==> config.mk <==
export PLATFORM = sky130hd
export DESIGN_NAME = uart_alu_interface
export DESIGN_NICKNAME = d
export VERILOG_FILES = /design/src/rtl/uart_alu_interface.sv
export SDC_FILE = /design/constraint.sdc
export NUM_CORES = 1
export LEC_CHECK = 0
export ABC_AREA = 1
export BUFFER_PORTS_ARGS = -buffer_cell sky130_fd_sc_hd__buf_2
export CAP_MARGIN = 10
export CORE_ASPECT_RATIO = 0.5
export CORE_MARGIN = 3
export CORE_UTILIZATION = 48
export CTS_CLUSTER_DIAMETER = 30
export DETAILED_ROUTE_END_ITERATION = 8
export MAX_ROUTING_LAYER = met4
export PLACE_DENSITY = 0.87
export SKIP_CTS_REPAIR_TIMING = 1
export SLEW_MARGIN = 20
export SYNTH_ARGS = -nofsm -noshare
export SYNTH_HDL_FRONTEND = slang
export SYNTH_SLANG_ARGS = --single-unit
==> constraint.sdc <==
create_clock -name i_clock -period 1.35 [get_ports i_clock]
set_input_delay 0.27 -clock i_clock [delete_from_list [all_inputs] [get_ports i_clock]]
set_output_delay 0.27 -clock i_clock [all_outputs]
set_load 0.005 [all_outputs]
==> src/rtl/uart_alu_interface.sv <==
// Sequencer between rx_uart and tx_uart: collects A, B, opcode, launches one result byte, waits for tx completion.
// Optional opcode validation enabled by defining UART_ALU_OPCODE_CHECK_EN.
module uart_alu_interface #(
    parameter int NB_DATA = 8,
    parameter int NB_OP   = 6
) (
    input  logic               i_clock,
    input  logic               i_reset,
    input  logic [NB_DATA-1:0] i_rx_data,
    input  logic               i_rx_done_tick,
    input  logic [NB_DATA-1:0] i_alu_result,
    input  logic               i_tx_done_tick,
    output logic [NB_DATA-1:0] o_alu_a,
    output logic [NB_DATA-1:0] o_alu_b,
    output logic [NB_OP-1:0]   o_alu_op,
    output logic [NB_DATA-1:0] o_tx_data,
    output logic               o_tx_start,
    output logic               o_error
);

    typedef enum logic [2:0] {
        WAIT_A  = 3'd0,
        WAIT_B  = 3'd1,
        WAIT_OP = 3'd2,
        SEND    = 3'd3,
        WAIT_TX = 3'd4
    } state_t;

    state_t             r_state, w_state_next;
    logic [NB_DATA-1:0] r_alu_a, w_alu_a_next;
    logic [NB_DATA-1:0] r_alu_b, w_alu_b_next;
    logic [NB_OP-1:0]   r_alu_op, w_alu_op_next;
    logic [NB_DATA-1:0] r_tx_data, w_tx_data_next;
    logic               r_tx_start, w_tx_start_next;
    logic               r_error, w_error_next;
    logic               w_op_valid;

`ifdef UART_ALU_OPCODE_CHECK_EN
    // Only the eight supported ALU functions are accepted, with the spare upper bits clear.
    always_comb begin
        w_op_valid = 1'b0;
        if (i_rx_data[NB_DATA-1:NB_OP] == '0) begin
            case (i_rx_data[NB_OP-1:0])
                NB_OP'(6'b100000), NB_OP'(6'b100010), NB_OP'(6'b100100),
                NB_OP'(6'b100101), NB_OP'(6'b100110), NB_OP'(6'b100111),
                NB_OP'(6'b000011), NB_OP'(6'b000010): w_op_valid = 1'b1;
                default:                               w_op_valid = 1'b0;
            endcase
        end
    end
`else
    assign w_op_valid = 1'b1;
`endif

    always_ff @(posedge i_clock) begin
        if (i_reset) begin
            r_state    <= WAIT_A;
            r_alu_a    <= '0;
            r_alu_b    <= '0;
            r_alu_op   <= '0;
            r_tx_data  <= '0;
            r_tx_start <= 1'b0;
            r_error    <= 1'b0;
        end else begin
            r_state    <= w_state_next;
            r_alu_a    <= w_alu_a_next;
            r_alu_b    <= w_alu_b_next;
            r_alu_op   <= w_alu_op_next;
            r_tx_data  <= w_tx_data_next;
            r_tx_start <= w_tx_start_next;
            r_error    <= w_error_next;
        end
    end

    always_comb begin
        w_state_next    = r_state;
        w_alu_a_next    = r_alu_a;
        w_alu_b_next    = r_alu_b;
        w_alu_op_next   = r_alu_op;
        w_tx_data_next  = r_tx_data;
        w_tx_start_next = 1'b0;
        w_error_next    = 1'b0;
        case (r_state)
            WAIT_A: if (i_rx_done_tick) begin
                w_alu_a_next = i_rx_data;
                w_state_next = WAIT_B;
            end
            WAIT_B: if (i_rx_done_tick) begin
                w_alu_b_next = i_rx_data;
                w_state_next = WAIT_OP;
            end
            WAIT_OP: if (i_rx_done_tick) begin
                if (w_op_valid) begin
                    w_alu_op_next = i_rx_data[NB_OP-1:0];
                    w_state_next  = SEND;
                end else begin
                    w_error_next  = 1'b1;
                    w_state_next  = WAIT_A;
                end
            end
            // The opcode register has been stable for a full cycle, so the ALU output has settled.
            SEND: begin
                w_tx_data_next  = i_alu_result;
                w_tx_start_next = 1'b1;
                w_state_next    = WAIT_TX;
            end
            WAIT_TX: if (i_tx_done_tick) w_state_next = WAIT_A;
            default: w_state_next = WAIT_A;
        endcase
    end

    assign o_alu_a    = r_alu_a;
    assign o_alu_b    = r_alu_b;
    assign o_alu_op   = r_alu_op;
    assign o_tx_data  = r_tx_data;
    assign o_tx_start = r_tx_start;
    assign o_error    = r_error;

endmodule

* After elaboration in Yosys (flattened, before gate mapping)
Cells that the tools add are included.
** Storage, ports and cells
- ROM bits :: 0
- Output and inout port bits :: 32
- RAM bits :: 0
- Memories :: 0
- Word-level logic and storage cells :: 25
- Bits in latches :: 0
- Input port bits :: 20
- Flip-flop bits (word level) :: 34
** Operators by class
- Mux-type cells :: 6
- Equal/unequal tests :: 8
- Reductions and logical operators :: 5
- Bitwise operators :: 0
- Shifts and indexed selects :: 0
- Divide/modulo/power cells :: 0
- $mul :: 0
- $lt $le $gt $ge :: 0
- Add/subtract/negate cells :: 0
** Operator list (number)
- case mux 3 bit (5 select lines) :: 1
- 2-to-1 mux 3 bit :: 4
- inequality test 2 bit (second input constant) :: 4
- == test 3 x 2 -> 1 bit (second input constant) :: 2
- AND reduction 2 bit :: 3
- AND reduction 4 bit :: 1
- == test 3 x 1 -> 1 bit (second input constant) :: 1
- == test 3 bit (second input constant) :: 1
- zero test 3 bit :: 1
- 2-to-1 mux 1 bit :: 1

* Depth between registers and ports, before layout
- Depth after elaboration :: 3
- Mapped depth :: 6
- Mapped depth without buffers :: 5

* Worst setup path before layout
OpenSTA, ideal clock, no wires.
- Path kind :: flip-flop to flip-flop
- From :: register r_state[2]
- To :: register r_alu_a[0] (netlist: o_alu_a[0])
- Path buffers :: 1
- Arrival :: 922 ps
- Setup slack :: 315 ps
- Stages on the path, launching flop included :: 6
- Clock period less this slack :: 1035 ps
- Setup time :: 113 ps
- Data required time :: 1237 ps
- Path through :: dfxtp_1 > nor2_4 > nand3_2 > buf_6 > nor2_1 > nor2_1
** On the way
- Cells in the longest elaborated chain, start to end :: 2
** Ends and longest elaborated chain
- from (decl) :: RTL line 29 : state_t r_state, w_state_next;
- from (signal assigned) :: RTL line 65 : r_state <= w_state_next;
- zero test 3 bit :: RTL line 83 : case (r_state)
- AND reduction 2 bit (no source line)
- to (signal assigned) :: RTL line 66 : r_alu_a <= w_alu_a_next;
- to (decl) :: RTL line 30 : logic [NB_DATA-1:0] r_alu_a, w_alu_a_next;
No other way between the ends.
A chain may end at the register's enable or synchronous reset.

* Worst setup path in the final report
- From :: register r_state[2]
- To :: register r_alu_a[6] (netlist: o_alu_a[6])
Same word-level chain as after synthesis.

==> qor.yml <==
power:
  pwr_density_cell_nw_per_um2: 1240
  peakVddDrop_mv: 0.637
  power_leakage_nw: 1.00
  p_seq_share_pct: 49.1
  p_clk_share_pct: 38.9
  p_sw_uw: 529
  combPwrFrac_pct: 12.0
  power_switching_share_pct: 24.0
  p_int_mw: 1.68
synthesis:
  ys_ff_latch: 34
  synth_top_area_share_pct: 48.3
  synth_flop_cell: "dfxtp_1"
  ys_seq_area_share_pct: 48.3
  synth_nets: 222
  async_reset_ff_share_pct: 0
  syn_inst: 202
  synth_common_cells: "nor2_1 (62), nand2_1 (40), dfxtp_1 (34), inv_1 (28), o21ai_0 (9)"
  yosysWarnings: 0
  synth.distinct_cells: 17
  synth_edf_count: 0
  syn_avg_cell_area_um2: 6.97
  yosysMostFrequentCell: "nor2_1"
  synth_area_um2: 1410
  yosys-top-cells-area: "dfxtp_1 (48%), nor2_1 (17%), nand2_1 (11%)"
  synth_largest_area_cell: "dfxtp_1"
layout:
  antenna_cells: 0
  final_nets: 274
  syn2layout_area_growth_pct: 26.7
  drive_gt1_share_pct: 26.7
clock_tree:
  htree_levels: 2
  cts-buffers-inserted: 5
  clockBufferDepth: 2
  cts_root_buffer: "clkbuf_8"
  cts_tree: "done"
  insertion_delay_ps: 280
  cts.clk_slew.worst_paths_ps: 60
  clock_sinks: 34
routing:
  vias_per_cell: 4.57
  drt_iter0_drc: 78
  firstDrtPassIters: 4
  drc_errors: 0
  drt-total-wl_um: 3100
  avgRoutedWirePerCell_um: 10.6
  vias: 1334
  final_antenna_net_count: 0
worst_hold_path:
  hold_path_class: "in2reg"
  min_from: "i_reset"
  min_to: "r_state[0]"
  hold_path_depth: 2
global_route:
  antenna_found_initial: 0
  grt.overflow.total: 0
  grt_usage_pct: 19.7
  grt_pass1_wl_um: 5150
  grt_max_degree: 17
  grt_pass1_vias: 1218
sta:
  fin_setup_tns_ps: 0
  hold_viol: 0
  fin_crit_sh_pct: 91.2
  skew_ps: 2.43
  rsz0062_at_grt: "no"
  min_period_ps: 1230
  max_clock_freq_mhz: 812
  finalSetupViolCount: 0
  setup_ws_ps: 118
  final_max_slew_viol_count: 0
run_status:
  status: "completed"
worst_setup_path:
  critical_path_class: "reg2reg"
  r2r_end: "o_alu_a[6]"
  r2r_slack_ps: 120
  crit_path_start_kind: "register"
  r2r_start: "r_state[2]"
  cp_data_arrival_time_ps: 1450
  worstRegToRegCells: 5
  end_kind: "register"
  worstPathMaxFanout: 16
  required_ps: 1560
placement:
  portBuffers: 50
  gp_congestion: 0.727
  hpwl_um: 2380
  place_ws_ps: 77.3
die:
  io_pins: 52
  dieArea_um2: 3660
  rows: 13
  die_h_um: 44.3
  die_x_um: 82.6
  start_util_pct: 52.2
  fp.coreArea_um2: 2700
job:
  cap_viol_max_count: 0
==> area by class of cell <==
type	instances	area (um2)
multi-input cells	131	567
flip-flops and latches	34	681
fillers	235	915
repair buffers	53	273
clock buffers	8	110
inverters	29	109
well taps	37	46.3
==> stage by stage <==
stage / power, mW / cell area [um2] / cells / util [%] / hold slack, ps
after floorplan: 1.27 / 1410 / 202 / - / 339
after global placement: 1.36 / 1670 / 284 / 61.9 / 464
after detailed placement: 1.37 / 1670 / 284 / 61.9 / 474
after CTS: 2.24 / 1780 / 292 / 65.9 / 182
after global routing: 2.33 / 1790 / 292 / 66.1 / 183
final: 2.21 / 1790 / 292 / 66.1 / 192
==> per-layer routing <==
| metal | share of wire, % | wire length [um] | global-route usage [%] |
|---|---|---|---|
| met1 | 44 | 1360 | 23.7 |
| met2 | 46 | 1430 | 30.3 |
| met3 | 7.9 | 246 | 6.10 |
| met4 | 2.0 | 61 | 9.77 |
| met5 | 0 | 0 | - |
==> cells in the final DEF (no fill, tap or decap), drive strengths merged <==
cell type  synthesis  routed
buf                6      53
a21oi              2       2
nand3              5       5
dfxtp             34      34
o21ai              9       9
nand4              8       8
nor2              66      66
inv               29      29
nand2             40      40
conb               1       1
clkbuf             2       8
==> sequential cells by signal (all words and copies together) (netlist names) <==
name,count
o_alu_a,8
r_state,3
o_tx_start,1
o_alu_b,8
o_tx_data,8
o_alu_op,6
==> power groups by stage <==
stage | Sequential, mW | Combinational, mW | Clock, mW
after floorplan | 1.11 | 0.158 | 0
after global placement | 1.10 | 0.255 | 0
after detailed placement | 1.11 | 0.265 | 0
after CTS | 1.09 | 0.267 | 0.887
after global routing | 1.09 | 0.305 | 0.936
final | 1.09 | 0.265 | 0.860
==> worst max path at each step <==
stage                              to  slack (ps)       start
final                      o_alu_a[6]         120  r_state[2]
after global routing       o_alu_a[3]          30  r_state[2]
after CTS                 o_alu_op[5]          70  r_state[2]
after detailed placement  o_alu_op[5]          80  r_state[2]
after global placement    o_alu_op[5]         190  r_state[2]
after floorplan            o_alu_a[0]         310  r_state[2]
==> cells by family after synthesis <==
family | after synthesis | share of synthesized area [%]
AND/OR/NAND/NOR | 119 | 35.7
other | 1 | 0.266
AO/OA/AOI/OAI | 11 | 3.91
flip-flops | 34 | 48.3
buffers and inverters | 37 | 11.8
==> worst max-delay path, stage by stage (launching register included) <==
cell and delay (ps):
dfxtp_1 400, nor2_4 190, nand3_2 270, nand2_1 140
nand2_1 60, nor2_1 110
(Power assumes the default switching activity.)
